<file path="src/rtl/game_countdown_timer_pkg.sv">
// Shared types, segment patterns and BCD helpers
// for the round countdown timer.
package game_countdown_timer_pkg;

  typedef enum logic [1:0] {
    ST_IDLE,
    ST_RUNNING,
    ST_PAUSED,
    ST_EXPIRED
  } state_t;

  localparam logic [3:0] MIN_MAX   = 4'd9;
  localparam logic [3:0] SEC_T_MAX = 4'd5;
  localparam logic [3:0] SEC_U_MAX = 4'd9;

  localparam logic [11:0] BCD_ZERO = 12'h000;
  localparam logic [11:0] BCD_LAST = 12'h001;

  localparam logic [6:0] SEG_0     = 7'b1000000;
  localparam logic [6:0] SEG_1     = 7'b1111001;
  localparam logic [6:0] SEG_2     = 7'b0100100;
  localparam logic [6:0] SEG_3     = 7'b0110000;
  localparam logic [6:0] SEG_4     = 7'b0011001;
  localparam logic [6:0] SEG_5     = 7'b0010010;
  localparam logic [6:0] SEG_6     = 7'b0000010;
  localparam logic [6:0] SEG_7     = 7'b1111000;
  localparam logic [6:0] SEG_8     = 7'b0000000;
  localparam logic [6:0] SEG_9     = 7'b0010000;
  localparam logic [6:0] SEG_BLANK = 7'b1111111;

  function automatic logic [6:0] seg7(
    input logic [3:0] d
  );
    case (d)
      4'd0:    seg7 = SEG_0;
      4'd1:    seg7 = SEG_1;
      4'd2:    seg7 = SEG_2;
      4'd3:    seg7 = SEG_3;
      4'd4:    seg7 = SEG_4;
      4'd5:    seg7 = SEG_5;
      4'd6:    seg7 = SEG_6;
      4'd7:    seg7 = SEG_7;
      4'd8:    seg7 = SEG_8;
      4'd9:    seg7 = SEG_9;
      default: seg7 = SEG_BLANK;
    endcase
  endfunction

  function automatic logic bcd_valid(
    input logic [11:0] v
  );
    bcd_valid = (v[11:8] <= MIN_MAX)
             && (v[7:4] <= SEC_T_MAX)
             && (v[3:0] <= SEC_U_MAX);
  endfunction

  // Callers guarantee v != 0:00, so the minute never wraps.
  function automatic logic [11:0] bcd_dec(
    input logic [11:0] v
  );
    logic [3:0] m, t, u;
    m = v[11:8];
    t = v[7:4];
    u = v[3:0];
    if (u != 4'd0) begin
      u = u - 4'd1;
    end else begin
      u = SEC_U_MAX;
      if (t != 4'd0) begin
        t = t - 4'd1;
      end else begin
        t = SEC_T_MAX;
        m = m - 4'd1;
      end
    end
    bcd_dec = {m, t, u};
  endfunction

endpackage

</file>
<file path="src/rtl/game_countdown_timer_sec_tick_gen.sv">
// One-second tick divider; phase is held whenever
// run is low and restarted on round entry or abort.
module sec_tick_gen #(
  parameter int TICK_CYCLES = 50_000_000
) (
  input  logic Clck,
  input  logic reset,
  input  logic run,
  input  logic restart,
  output logic tick
);

  localparam int W =
    (TICK_CYCLES > 1) ? $clog2(TICK_CYCLES) : 1;
  localparam logic [W-1:0] MAX = W'(TICK_CYCLES - 1);

  logic [W-1:0] cnt;

  assign tick = run && (cnt == '0);

  always_ff @(posedge Clck) begin
    if (reset) begin
      cnt <= MAX;
    end else if (restart) begin
      cnt <= MAX;
    end else if (run) begin
      cnt <= (cnt == '0) ? MAX : cnt - 1'b1;
    end
  end

endmodule

</file>
<file path="src/rtl/game_countdown_timer.sv">
// M:SS round countdown with pause/stop control,
// preset capture and active-low 7-seg outputs.
module game_countdown_timer
  import game_countdown_timer_pkg::*;
#(
  parameter int          TICK_CYCLES = 50_000_000,
  parameter logic [11:0] DEF_PRESET  = 12'h100
) (
  input  logic        Clck,
  input  logic        reset,
  input  logic        game_start,
  input  logic        pause,
  input  logic        stop,
  input  logic        preset_load,
  input  logic [11:0] preset_bcd,
  output logic [11:0] digits,
  output logic [6:0]  HEX0,
  output logic [6:0]  HEX1,
  output logic [6:0]  HEX2,
  output logic        running,
  output logic        expired,
  output logic        time_up,
  output logic        preset_err
);

  state_t      state;
  logic [11:0] preset;
  logic [11:0] new_preset;
  logic        ready;
  logic        load_ok;
  logic        start_ok;
  logic        run;
  logic        restart;
  logic        tick;

  assign ready    = (state == ST_IDLE)
                 || (state == ST_EXPIRED);
  assign load_ok  = preset_load && ready
                 && bcd_valid(preset_bcd);
  assign new_preset = load_ok ? preset_bcd : preset;
  assign start_ok = game_start && !stop && ready;

  // Counting continues in the very cycle pause drops,
  // so a pause of N cycles delays the tick by exactly N.
  assign run = ((state == ST_RUNNING)
             || (state == ST_PAUSED))
            && !pause && !stop;
  assign restart = stop || start_ok;

  sec_tick_gen #(
    .TICK_CYCLES(TICK_CYCLES)
  ) u_tick (
    .Clck   (Clck),
    .reset  (reset),
    .run    (run),
    .restart(restart),
    .tick   (tick)
  );

  assign running = (state == ST_RUNNING);
  assign expired = (state == ST_EXPIRED);

  always_ff @(posedge Clck) begin
    if (reset) begin
      state      <= ST_IDLE;
      preset     <= DEF_PRESET;
      digits     <= DEF_PRESET;
      time_up    <= 1'b0;
      preset_err <= 1'b0;
    end else begin
      time_up    <= 1'b0;
      preset_err <= preset_load && !load_ok;
      preset     <= new_preset;
      if (stop) begin
        state  <= ST_IDLE;
        digits <= new_preset;
      end else begin
        unique case (state)
          ST_IDLE, ST_EXPIRED: begin
            if (game_start) begin
              if (preset == BCD_ZERO) begin
                state   <= ST_EXPIRED;
                digits  <= BCD_ZERO;
                time_up <= 1'b1;
              end else begin
                state  <= ST_RUNNING;
                digits <= preset;
              end
            end else if (state == ST_IDLE && load_ok) begin
              digits <= preset_bcd;
            end
          end
          ST_RUNNING, ST_PAUSED: begin
            if (pause) begin
              state <= ST_PAUSED;
            end else if (tick && digits == BCD_LAST) begin
              state   <= ST_EXPIRED;
              digits  <= BCD_ZERO;
              time_up <= 1'b1;
            end else begin
              state <= ST_RUNNING;
              if (tick) digits <= bcd_dec(digits);
            end
          end
          default: state <= ST_IDLE;
        endcase
      end
    end
  end

  assign HEX0 = seg7(digits[3:0]);
  assign HEX1 = seg7(digits[7:4]);
  assign HEX2 = seg7(digits[11:8]);

endmodule

</file>
<file path="config.mk">
export PLATFORM = sky130hd
export DESIGN_NAME = game_countdown_timer
export DESIGN_NICKNAME = d
export VERILOG_FILES = /design/src/rtl/game_countdown_timer_pkg.sv /design/src/rtl/game_countdown_timer_sec_tick_gen.sv /design/src/rtl/game_countdown_timer.sv
export SDC_FILE = /design/constraint.sdc
export NUM_CORES = 1
export LEC_CHECK = 0
export CELL_PAD_IN_SITES_DETAIL_PLACEMENT = 1
export CELL_PAD_IN_SITES_GLOBAL_PLACEMENT = 1
export CORE_MARGIN = 5
export CORE_UTILIZATION = 35
export CTS_CLUSTER_SIZE = 24
export DETAILED_ROUTE_END_ITERATION = 12
export PLACE_DENSITY_LB_ADDON = 0.1
export SYNTH_ARGS = -nofsm -noshare
export SYNTH_HDL_FRONTEND = slang
export SYNTH_HIERARCHICAL = 1
export SYNTH_SLANG_ARGS = --single-unit
</file>
<file path="constraint.sdc">
create_clock -name Clck -period 10.9 [get_ports Clck]
set_clock_uncertainty 0.2 [all_clocks]
set_input_delay 2.18 -clock Clck [delete_from_list [all_inputs] [get_ports Clck]]
set_output_delay 2.18 -clock Clck [all_outputs]
set_load 0.005 [all_outputs]
</file>
==> results, run 1 <==
- Measured along the x axis, the die boundary spans ~120 um.
- Dividing the detail-routed wire length by the instance count gives roughly 17 um.
- Setup violations remaining at the end of the flow were counted as 0.
- The kind of launch point of the worst setup path is an input pin.
- The critical path goes through clkdlybuf4s50_1 -> buf_4 -> inv_1 -> nand2_1 -> nor2_1 -> nor4b_2 -> buf_4 -> nand4_1 -> or4_4 -> clkinv_4 -> and4bb_1 -> a21oi_1 -> o41ai_4 -> and2_4 -> o21ai_2 -> nor2_1 -> inv_1 -> ha_1 -> o21a_1 -> a221oi_2.
- The slew at the pin closest to its max-slew limit is 1150 ps.
- During synthesis, Yosys emitted a total of 6 warnings.
- The total number of H-tree levels is 3.
- The die covers approximately 15,000 um2.
- In this run the post-CTS setup repair buffer count came out at 0.
- The least setup slack across all paths after layout is 3520 ps.
- The clock-pin slew on the worst setup and hold paths is 60 ps.
- Pin placement for this block handled 55 I/O pins.
- The cell type contributing the most total cell area after synthesis is dfxtp_1.
- Setup total negative slack on the finished layout was measured at 0 ps.
- CTS saw 75 sinks.
- Cells fill 43.8% of the core in the end.
- The category of the worst setup path capture point is a flop.
- Once the floorplan was initialized, standard cells occupied 36.0% of the core.
- The class of the worst hold path is reg2reg.
- After synthesis, the cell types taking the most area are dfxtp_1 35%, ha_1 5.8%, mux2i_1 3.0%, nor2_1 2.3%, a21oi_1 2.3%.
- The synthesis-to-layout area growth is 21.9%.
- The iteration-0 DRC count of the detailed router is between 150 and 200.
- The post-cts resize count is 0.
- The run finished with clean final reports.
- The number of enable flip-flop cells after synthesis is 0.
- The shortest clock period the worst path allows after layout is 7380 ps.
- The area of the multi-input gates is ~2600 um2.
- The slowest stage of the critical path belongs to the cell or4_4.
- The most common flop cell mapped by yosys is dfxtp_1.
- Setup repair after global routing left no endpoint under its margin.
- The tightest hold path in the finished design has a slack of approximately 300 ps.
- After the last flow step, the layout net total stands at between 500 and 600.
- The final route contains 3,827 vias.
- The total length of routed wires is about 12,000 um.
- The number of antenna diodes in the final layout is 0.
- The number of different library cells used by synthesis comes to 80.
- In this run the tool buffered the top-level ports with 54 buffer cells.
- At the placement stage, the worst setup path has a slack of 3220 ps.
- The sequential share of the synthesized area is 34.6%.
- The static leakage is 1.92 nW.
- After synthesis the cells add up to 4340 um2.
- The hold violation total from the final report was 0.
- Using the TritonRoute via totals, the vias-per-cell ratio works out to 5.47.
- The core region area is 12,100 um2.
- The total routing resource utilization after global routing is 17.2%.
- TritonCTS built the clock tree.
- The total overflow reported by the global router is 0.
- The total of hold buffers inserted after clock tree synthesis is 0.
- The most frequent cell after synthesis is dfxtp_1.
- The pin count of the biggest net entering global routing is 27.
- Max-cap violations in this run came to 0.
- The classification of the worst setup path is in2reg.
- The share of synthesized registers carrying an async set or reset is 0%.
- The total number of placement rows is 40.
- The number of pins exceeding their max-slew limit in the final report is 0.
- The later pin in the worst-skew pair is clocked with a latency of around 340 ps.
- The post-route netlist has 12.6% of its cells at a drive strength greater than 1.
- Derived from the worst setup path, the maximum achievable clock frequency is between 0.1 and 0.15 GHz.
- The top cell family by delay on the critical path is simple AND/OR/NAND/NOR gates.
- The number of clock buffers inserted by TritonCTS is 9.
- The cell at the root of the clock tree is clkbuf_16.
- The headroom to the max-slew limit is 23.0%.
- IR analysis of the VDD net gives a maximum drop of 75.9 uV.
- The share of Yosys cell area claimed by the top area cell type is 34.6%.
- The maximum fanout encountered on the critical timing path is 17.
- The number of antenna violations at the first check in global routing was 0.
- The post-synthesis sequential element count is 75.
- The filler cells instantiated in the layout total 1,400.
- By count the netlist is led by 75 x dfxtp_1, 27 x nor2_1, 25 x inv_1.
- The maximum number of buffers from clock root to sink is 2.
- The register cell area after layout is ~1500 um2.
- The via count of the first global-routing pass is 3,928.
- Measured along the y axis, the die boundary spans 121 um.
- In this run the mean area of a mapped cell was 9.04 um2.
- The critical path contains buffers and inverters numbering 6 combined.
- The largest stage delay on the critical path is 730 ps.
- The first-pass GRT wire length is about 20,000 um.
- When the netlist entered floorplanning its net count stood at 518.
- After technology mapping, the gate count stands at 480.
- The number of iterations in the first detailed-routing pass is 4.
- In the routed design, unresolved DRC markers number 0.
- For the worst setup path, the data required time is 10,960 ps.
- In this run the power density over the cells is 147 nW/um2.
- The final critical path takes up 67.7% of the cycle.
- The data arrival time at the worst-slack endpoint is 7440 ps.
- Total power for the finished layout comes to 0.000779 W.
- The number of antenna-violating nets in the routed design is 0.
- At the end of routability-driven placement, the weighted congestion stood at approximately 0.83.
- The HPWL after detailed placement is 8920 um.
-- per-layer routing --
layer,vias up,routed length (um),global-route usage [%]
met5,-,0,0
met4,0,260,7.00
met3,18,330,2.89
met2,56,5530,27.7
met1,1857,6010,22.7
li1,1896,-,-
-- layout by cell type, fill, tap and decap left out, types with 4 or more instances in the layout --
master	n
dfxtp_1	75
clkdlybuf4s50_1	54
nor2_1	27
inv_1	25
nand2_1	23
a21oi_1	20
o21ai_0	20
ha_1	20
nand3_1	18
nor3_1	15
mux2i_1	13
a211oi_1	12
nor4_1	10
o31ai_1	10
xor2_1	10
nand4_1	9
and2_1	9
clkbuf_16	9
o21ai_1	8
or4_1	8
nor2b_1	7
mux2_2	6
or2_2	6
xnor2_1	6
and3_1	5
buf_4	5
nand4b_1	4
o2111ai_1	4
a311oi_1	4
a22o_1	4
nand3b_1	4
a21o_1	4
or3_1	4
-- worst reg2reg max path: cells and delay by family (launching register included) --
kind                       cells  cell delay [ps]
AOI/OAI and AO/OA              5              990
adders and majority gates      2             1120
DFF                            1              380
and+or+nand+nor                8             2700
buffers and inverters          4              550
-- metrics by stage --
stage	area, um2	cells
detailed placement	4990	683
global placement	4990	683
global route	5290	699
floorplan	4340	480
CTS	5290	699
finish	5290	699
-- cell families (layout without fill, tap and decap cells) --
kind of cell | Yosys count | after routing | synth area share [%]
AO/OA/AOI/OAI | 122 | 122 | 20.8
flip-flops | 75 | 75 | 34.6
adder cells (fa/ha/maj) | 20 | 20 | 5.77
AND/OR/NAND/NOR | 174 | 174 | 24.7
buffers and inverters | 52 | 103 | 5.62
multiplexers | 21 | 21 | 5.22
XOR/XNOR | 16 | 16 | 3.23
-- where the power goes --
group / total (W) / switching [W] / internal (W)
Sequential: 0.000311 / 0.0000151 / 0.000296
Clock: 0.000297 / 0.000115 / 0.000182
Combinational: 0.000171 / 0.0000847 / 0.0000862
-- sequential cells by signal (all words and copies together) (netlist names) --
register and count:
HEX2 7, preset_err 1, HEX1 7, u_tick/cnt 26, state 2, digits 12, time_up 1, preset 12
HEX0 7
-- area by class of cell --
class	count	area share, %
clock inverters	5	0.994
multi-input cells	353	49.0
inverters	28	2.08
flip-flops and latches	75	28.4
repair buffers	59	10.9
clock buffers	11	4.59
well taps	168	3.98
-- worst paths after layout --
| kind | endpoint | cells after the start | start | slack [ps] |
|---|---|---|---|---|
| worst max-delay path | HEX1[4] | 20 | stop | 3520 |
| worst min-delay path | preset[10] | 2 | preset[10] | 300 |
| worst max register to register | HEX1[4] | 19 | state[0] | 4890 |
| worst min register to register | preset[10] | 2 | preset[10] | 300 |
Note: power is estimated with default switching activity, not from simulation.
==> run 2, diff against run 1 <==
==> constraint.sdc (replaced) <==
create_clock -name Clck -period 6.4 [get_ports Clck]
set_clock_uncertainty 0.2 [all_clocks]
set_input_delay 1.28 -clock Clck [delete_from_list [all_inputs] [get_ports Clck]]
set_output_delay 1.28 -clock Clck [all_outputs]
set_load 0.005 [all_outputs]
==> results, run 2 (synthesized netlist as in run 1, its figures left out) <==
- The setup check on the worst reg-to-reg path leaves a slack of 1600 ps.
- The number of antenna violations at the first check in global routing is 0.
- The total negative slack for setup checks is 0 ps.
- In this run the deepest clock path goes through 2 buffers.
- After clock tree synthesis, the repair step resized 0 gates.
- STA classifies the critical path endpoint as a flop.
- 55 I/O pins were placed.
- The total length of routed wires is 12,400 um.
- The library cells used most frequently in the layout, excluding fill and tap cells, are 75 x dfxtp_1, 54 x clkdlybuf4s50_1, 27 x nor2_1.
- The pin count of the biggest net entering global routing is 27.
- After detailed routing, no signal wire sits above met4.
- From synthesis to final layout, the design area changed by 22.6%.
- The run finished with clean final reports.
- The total number of vias is 3,841.
- In this run the clock root is driven by a clkbuf_16.
- The clock net in this run drives a total of 75 sinks.
- The setup slack after placement is 487 ps.
- The number of nets in the layout is 567.
- Dividing the detail-routed via count by the number of cells gives 5.47.
- In this run the tightest slew margin relative to its limit is 20.4%.
- The clock period could shrink to 5550 ps.
- The first detailed-routing pass took 4 iterations.
- The final routed DRC violation total is 0.
- In the final layout, the share of cells above drive strength 1 is 13.3%.
- Setup repair after global routing left no endpoint under its margin.
- The number of pins exceeding their max-slew limit in the final report is 0.
- The core utilization of the finished layout is 44.1%.
- The count of buffers added on input and output ports is 54.
- The post-layout total power is 0.00135 W.
- For this design the static power due to leakage is approximately 1.9 nW.
- The total number of H-tree levels is 3.
- The repair_antennas step left the layout with diodes totalling 0.
- The signal on the critical path passes through clkdlybuf4s50_1 -> inv_1 -> nand2_1 -> nor2_1 -> buf_4 -> nor4b_2 -> nand4_1 -> buf_4 -> or4_4 -> clkinv_4 -> and4bb_1 -> a21oi_1 -> o41ai_4 -> and2_4 -> o21ai_2 -> nor2_1 -> inv_1 -> ha_1 -> o21a_1 -> a221oi_2.
- In the finished design, the share of the clock period the worst path needs comes to 86.7%.
- The first global-routing pass estimated just over 20,000 um of wire.
- The hold violation total from the final report is 0.
- The final-report setup violation count is 0.
- The power density over cell area is 253 nW/um2.
- The iteration-0 DRC count of the detailed router is 203.
- The number of fill cells is 1,387.
- The data arrival time at the worst-slack endpoint is 5610 ps.
- For this run, the slowest stage of the critical path takes between 500 and 600 ps.
- The classification of the worst setup path is in2reg.
- The average wire length per cell after detail routing is around 18 um.
- At the later pin of the worst-skew pair, clock insertion delay measures 340 ps.
- Measured along the y axis, the die boundary spans 121 um.
- The total routing resource utilization after global routing is between 15 and 20%.
- The fmax is 0.180 GHz.
- In this run, CTS created clock tree buffers numbering 9.
- Max-cap violations in this run came to 0.
- The least setup slack across all paths after layout is approximately 850 ps.
- The largest registers in the layout are u_tick/cnt: 26 flops, digits: 12 flops, preset: 12 flops.
- The total of hold buffers inserted after clock tree synthesis is 0.
- The kind of launch point of the worst setup path is an input pin.
- The class of the worst hold path is reg2reg.
- The via count of the first global-routing pass is approximately 4,000.
- The maximum fanout encountered on the critical timing path is 11.
- Clock-pin slew was measured on the worst setup and hold paths at 60 ps.
- On the final layout, the worst hold slack is 310 ps.
- Across the VDD grid, the largest voltage drop is 176 uV.
- The met3 routed wirelength is 435 um.
- For the pin with the worst max-slew slack, the measured transition is 1190 ps.
- On the critical path, the stage with the largest delay is an instance of or4_4.
- The number of antenna-violating nets in the routed design is 0.
- The initial utilization of the core area, before any placement, comes to 36.0%.
- The placer congestion estimate is 0.778.
- The critical path required time is 6460 ps.
- The core region area is approximately 12,000 um2.
- u_tick/cnt holds more flip-flops than any other register.
- The floorplan step defined a die boundary enclosing between 10,000 and 15,000 um2.
- The total number of placement rows is 40.
- The met1 wire length is just over 6000 um.
- Detailed placement finished with a half-perimeter wire length of 8960 um.
- TritonCTS built the clock tree.
- The most frequent standard cell in the layout excluding fill and tap cells is dfxtp_1.
- Once the clock tree was built, the setup fixing pass inserted 0 buffers.
- The total overflow reported by the global router is 0.
- The flip-flop count of the largest register, all copies and words added is 26.
- In the detailed route, the total length drawn on met2 is around 5700 um.
- From left edge to right edge, the die measures 121 um.
==> run 2: worst max-delay path, delay by kind of cell <==
family          cells  cell delay [ps]
buf+inv             6             1200
fa+ha+maj           1              230
simple gates        8             1890
compound gates      5             1000
==> run 2: path summary, 6_finish.rpt <==
| kind | end | cells past startpoint | startpoint |
|---|---|---|---|
| worst min register to register | preset[10] | 2 | preset[10] |
| worst max register to register | HEX1[4] | 20 | state[0] |
| worst max-delay path | HEX1[4] | 20 | stop |
| worst min-delay path | preset[10] | 2 | preset[10] |
==> run 2: layout make-up <==
cell class	instances	area [um2]	area share (%)
repair buffers	62	601	11.3
flip-flops and latches	75	1500	28.2
well taps	168	210	3.95
inverters	28	110	2.07
clock buffers	10	239	4.49
clock inverters	6	65.1	1.22
multi-input cells	353	2590	48.7
==> run 2: routing by layer <==
layer / up-vias / GRT usage (%)
met5: - / 0
met1: 1895 / 23.5
met2: 51 / 27.8
met4: 0 / 4.34
li1: 1887 / -
met3: 8 / 4.71
==> run 2: power by group <==
group	leakage, nW	internal [W]	switching (W)
registers	0.613	0.000504	0.0000267
logic	1.18	0.000148	0.000146
clock network	0.148	0.000312	0.000209
==> run 2: through the flow <==
step / instances / instance area (um2)
final: 702 / 5320
after global routing: 702 / 5320
after CTS: 702 / 5320
after detailed placement: 686 / 5010
after global placement: 686 / 5010
after floorplan: 480 / 4340
==> run 3, diff against run 2 <==
--- a/config.mk
+++ b/config.mk
@@ -5,12 +5,14 @@
 export SDC_FILE = /design/constraint.sdc
 export NUM_CORES = 1
 export LEC_CHECK = 0
+export ABC_AREA = 1
 export CELL_PAD_IN_SITES_DETAIL_PLACEMENT = 1
 export CELL_PAD_IN_SITES_GLOBAL_PLACEMENT = 1
 export CORE_MARGIN = 5
 export CORE_UTILIZATION = 35
 export CTS_CLUSTER_SIZE = 24
 export DETAILED_ROUTE_END_ITERATION = 12
+export GPL_ROUTABILITY_DRIVEN = 0
 export PLACE_DENSITY_LB_ADDON = 0.1
 export SYNTH_ARGS = -nofsm -noshare
 export SYNTH_HDL_FRONTEND = slang
==> constraint.sdc (replaced) <==
create_clock -name Clck -period 6.4 [get_ports Clck]
set_clock_uncertainty 0.2 [all_clocks]
set_input_delay 0.96 -clock Clck [delete_from_list [all_inputs] [get_ports Clck]]
set_output_delay 0.96 -clock Clck [all_outputs]
set_load 0.005 [all_outputs]
==> results, run 3 <==
- The flow ran to the end, and the final reports show no timing, DRC or antenna violations.
- Along the worst path, the maximum fanout reaches 15.
- Summing all flip-flop and latch instances after layout gives between 1500 and 2000 um2.
- The routed design has between 10,000 and 15,000 um of wire.
- The total number of H-tree levels is 3.
- The flip-flop count of the largest register, all copies and words added is 26.
- The area of the multi-input gates is around 2600 um2.
- The worst register-to-register path begins at state[0].
- For this design, the sink count on the clock tree is 75.
- In this run, distinct cell masters in the synthesized netlist total 45.
- After global routing the overflow that remains totals 0.
- The register with the highest flop count is u_tick/cnt.
- In this run the number of cells on the critical path is 21.
- The largest registers in the layout are u_tick/cnt: 26 flops, digits: 12 flops, preset: 12 flops.
- The number of antenna violations at the first check in global routing is 0.
- The busiest layer in global routing is met2.
- The min-delay analysis places its worst path in the category reg2reg.
- STA classifies the critical path endpoint as a flop.
- The number of pins exceeding their max-slew limit in the final report came to 0.
- Setup repair after global routing left no endpoint under its margin.
- Across the VDD grid, the largest voltage drop is 118 uV.
- Summed over all cells, the static leakage comes to 2.59 nW.
- Of all cell types, the one taking the most synthesized area is dfxtp_1.
- The shortest clock period the worst path allows after layout is 4880 ps.
- The total buffers and inverters traversed by the critical path is 5.
- The total number of placement rows is 41.
- The clock-pin slew on the worst setup and hold paths is 60 ps.
- The synthesis-to-layout area growth is 22.3%.
- The per-cell via count in the routed design is 4.82.
- The critical path goes through clkdlybuf4s50_1 -> buf_4 -> inv_1 -> nand2_1 -> nor2_1 -> nand2_1 -> nor2_8 -> nand4_4 -> inv_1 -> nand2_1 -> nor2_1 -> nand3_2 -> nand2_1 -> nand3_4 -> o21ai_1 -> nand2_1 -> inv_1 -> ha_1 -> nand3b_1 -> nand3_1 -> nand2_1.
- The first TritonRoute pass finished after 4 iterations.
- The via count of the first global-routing pass is approximately 4,400.
- 55 I/O pins were placed.
- The met3 global-route usage is under 10%.
- During synthesis, Yosys emitted a total of 6 warnings.
- Sequential cells were found to cover 33.5% of the synthesized design area.
- In the layout the commonest cells are 177 x nand2_1, 81 x nor2_1, 79 x inv_1.
- The clock passes through at most 2 buffers.
- Port buffering added 54 buffers.
- Counting flops and latches in the post-synthesis netlist gives 75.
- The slew at the pin closest to its max-slew limit is 865 ps.
- The setup slack after placement is approximately 1200 ps.
- In the global route stage, met1 resource usage came out at around a quarter.
- The classification of the worst setup path is in2reg.
- The path depth of the worst reg2reg path is 20.
- The most frequent standard cell in the layout excluding fill and tap cells is nand2_1.
- The core region area is between 10,000 and 15,000 um2.
- The hold violation total from the final report is 0.
- The average instance in the mapped netlist occupies slightly below 7 um2.
- The final routed DRC violation total is 0.
- After clock tree synthesis, the setup repair step added 0 buffers.
- The total negative slack for setup checks is 0 ps.
- The iteration-0 DRC count of the detailed router is 187.
- The worst register-to-register path ends at HEX1[3].
- The fraction of layout instances using a drive strength above 1 is 9.85%.
- Following the worst setup path forward leads to its endpoint at HEX1[3].
- The cell that appears most often on the critical path is nand2_1.
- The chip height is approximately 120 um.
- The share of Yosys cell area claimed by the top area cell type is 33.5%.
- The largest stage delay on the critical path is 520 ps.
- In this run the clock root is driven by a clkbuf_16.
- The total nets after synthesis is just under 700.
- The number of gates resized after CTS was 0.
- The most critical setup path has its startpoint at stop.
- The summed instance area of the synthesized netlist is 4480 um2.
- The total of hold buffers inserted after clock tree synthesis is 0.
- The data arrival time at the worst-slack endpoint is 4910 ps.
- The number of fill cells is 1,621.
- The area of the die is roughly 15,000 um2.
- The most frequent cell after synthesis is nand2_1.
- The worst path meets setup with approximately 1500 ps of slack.
- The fmax is a little over 0.2 GHz.
- The final-report setup violation count is 0.
- The HPWL after detailed placement is 10,000 um.
- Ranked by instance count, the synthesized netlist is headed by 177 x nand2_1, 81 x nor2_1, 79 x inv_1.
- In the synthesized netlist the dominant register cell turns out to be dfxtp_1.
- The number of inserted diodes is 0.
- STA puts the critical path data required time at roughly 6400 ps.
- The share of synthesized registers carrying an async set or reset is 0%.
- The kind of launch point of the worst setup path is an input pin.
- In the global route stage, met2 resource usage came out at 28.6%.
- The number of enable flip-flop cells after synthesis is 0.
- In this run the remaining antenna-violating nets after routing total 0.
- The number of max-cap violations is 0.
- Entering global routing, the biggest net connects 23 pins.
- After synthesis, the cell types taking the most area are dfxtp_1 34%, nand2_1 15%, nand3_1 8.2%, nor2_1 6.8%, inv_1 6.6%.
- The first-pass GRT wire length is 21,300 um.
- The cell with the largest stage delay on the worst path is nor2_1.
- After the last flow step, the layout net total stands at 744.
- The top cell family by delay on the critical path is simple AND/OR/NAND/NOR gates.
- The die is about 120 um wide.
- Summing over every cut layer, the via total after detailed routing is 4,252.
- The power density over cell area is 253 nW/um2.
- In the final routed layout, each cell accounts on average for around 14 um.
- TritonCTS built the clock tree.
- The worst register-to-register path has a setup slack of approximately 1600 ps.
- The final cycle utilization of the critical path is between 70% and 80%.
- Once the floorplan was initialized, standard cells occupied between 30% and 40% of the core.
- The post-layout total power is about 0.0014 W.
- Global routing used 17.7% of the available tracks.
- In the synthesized netlist, the number of instances is approximately 650.
- The number of clock buffers added by TritonCTS is 9.
- The clock latency at the later pin of the worst-skew pair is 340 ps.
- The headroom to the max-slew limit is 42.2%.
-- run 3: cell count changes after synthesis, moves of 10 or more --
cell,before,now
a211oi_1,12,0
inv_1,25,79
mux2i_1,13,0
nand2_1,23,177
nand3_1,18,73
nor2_1,27,81
nor2_2,0,12
nor3_1,15,3
o31ai_1,10,0
-- run 3: final cells by class --
type                            count  area share, %
Clock buffer                       12           4.68
Clock inverter                      4          0.891
Inverter                           86           5.98
Multi-Input combinational cell    478           47.0
Sequential cell                    75           27.4
Tap cell                          172           3.93
Timing Repair Buffer               56           10.1
-- run 3: power breakdown --
group | total, W | switching [W] | internal (W)
sequential | 0.000531 | 0.0000206 | 0.000511
combinational | 0.000329 | 0.000183 | 0.000146
clock | 0.000524 | 0.000201 | 0.000323
total | 0.00138 | 0.000405 | 0.000980
-- run 3: cells by family (layout without fill, tap and decap cells) --
kind of cell,Yosys count,after routing,share of synthesized area (%)
simple gates,391,391,41.8
buf+inv,98,158,9.02
flops,75,75,33.5
compound gates,52,52,7.10
fa+ha+maj,20,20,5.59
xor+xnor,15,15,2.93
-- run 3: per-stage QoR --
step           utilization, %  hold WS, ps  area [um2]  cells
4_1_cts                  43.6          282        5480    883
6_report                 43.6          279        5480    883
3_5_place_dp             41.2          271        5170    867
3_3_place_gp             41.2          260        5170    867
5_1_grt                  43.6          315        5480    883
2_1_floorplan               -          245        4480    651
-- run 3: how the worst min path moves through the flow --
stage                     slack [ps]      startpoint  cells past startpoint              to
final                            280  u_tick/cnt[25]                      2  u_tick/cnt[25]
after global routing             320  u_tick/cnt[25]                      2  u_tick/cnt[25]
after CTS                        280  u_tick/cnt[25]                      2  u_tick/cnt[25]
after detailed placement         270  u_tick/cnt[25]                      2  u_tick/cnt[25]
after global placement           260  u_tick/cnt[25]                      2  u_tick/cnt[25]
after floorplan                  240  u_tick/cnt[25]                      2  u_tick/cnt[25]
-- run 3: metal layers --
metal,part of all wire [%],wire (um)
met2,45,5800
met1,50,6370
met5,0,0
met4,2.1,263
met3,2.9,366
-- run 3: worst register-to-register path: stages (launching register included) --
cell,delay (ps)
dfxtp_1,360
inv_1,70
ha_1,680
nand2_1,220
nor2_1,520
nand2_1,250
nor2_8,210
nand4_4,130
inv_1,100
nand2_1,50
nor2_1,150
nand3_2,200
nand2_1,190
nand3_4,140
o21ai_1,280
nand2_1,200
inv_1,160
ha_1,240
nand3b_1,170
nand3_1,120
nand2_1,60
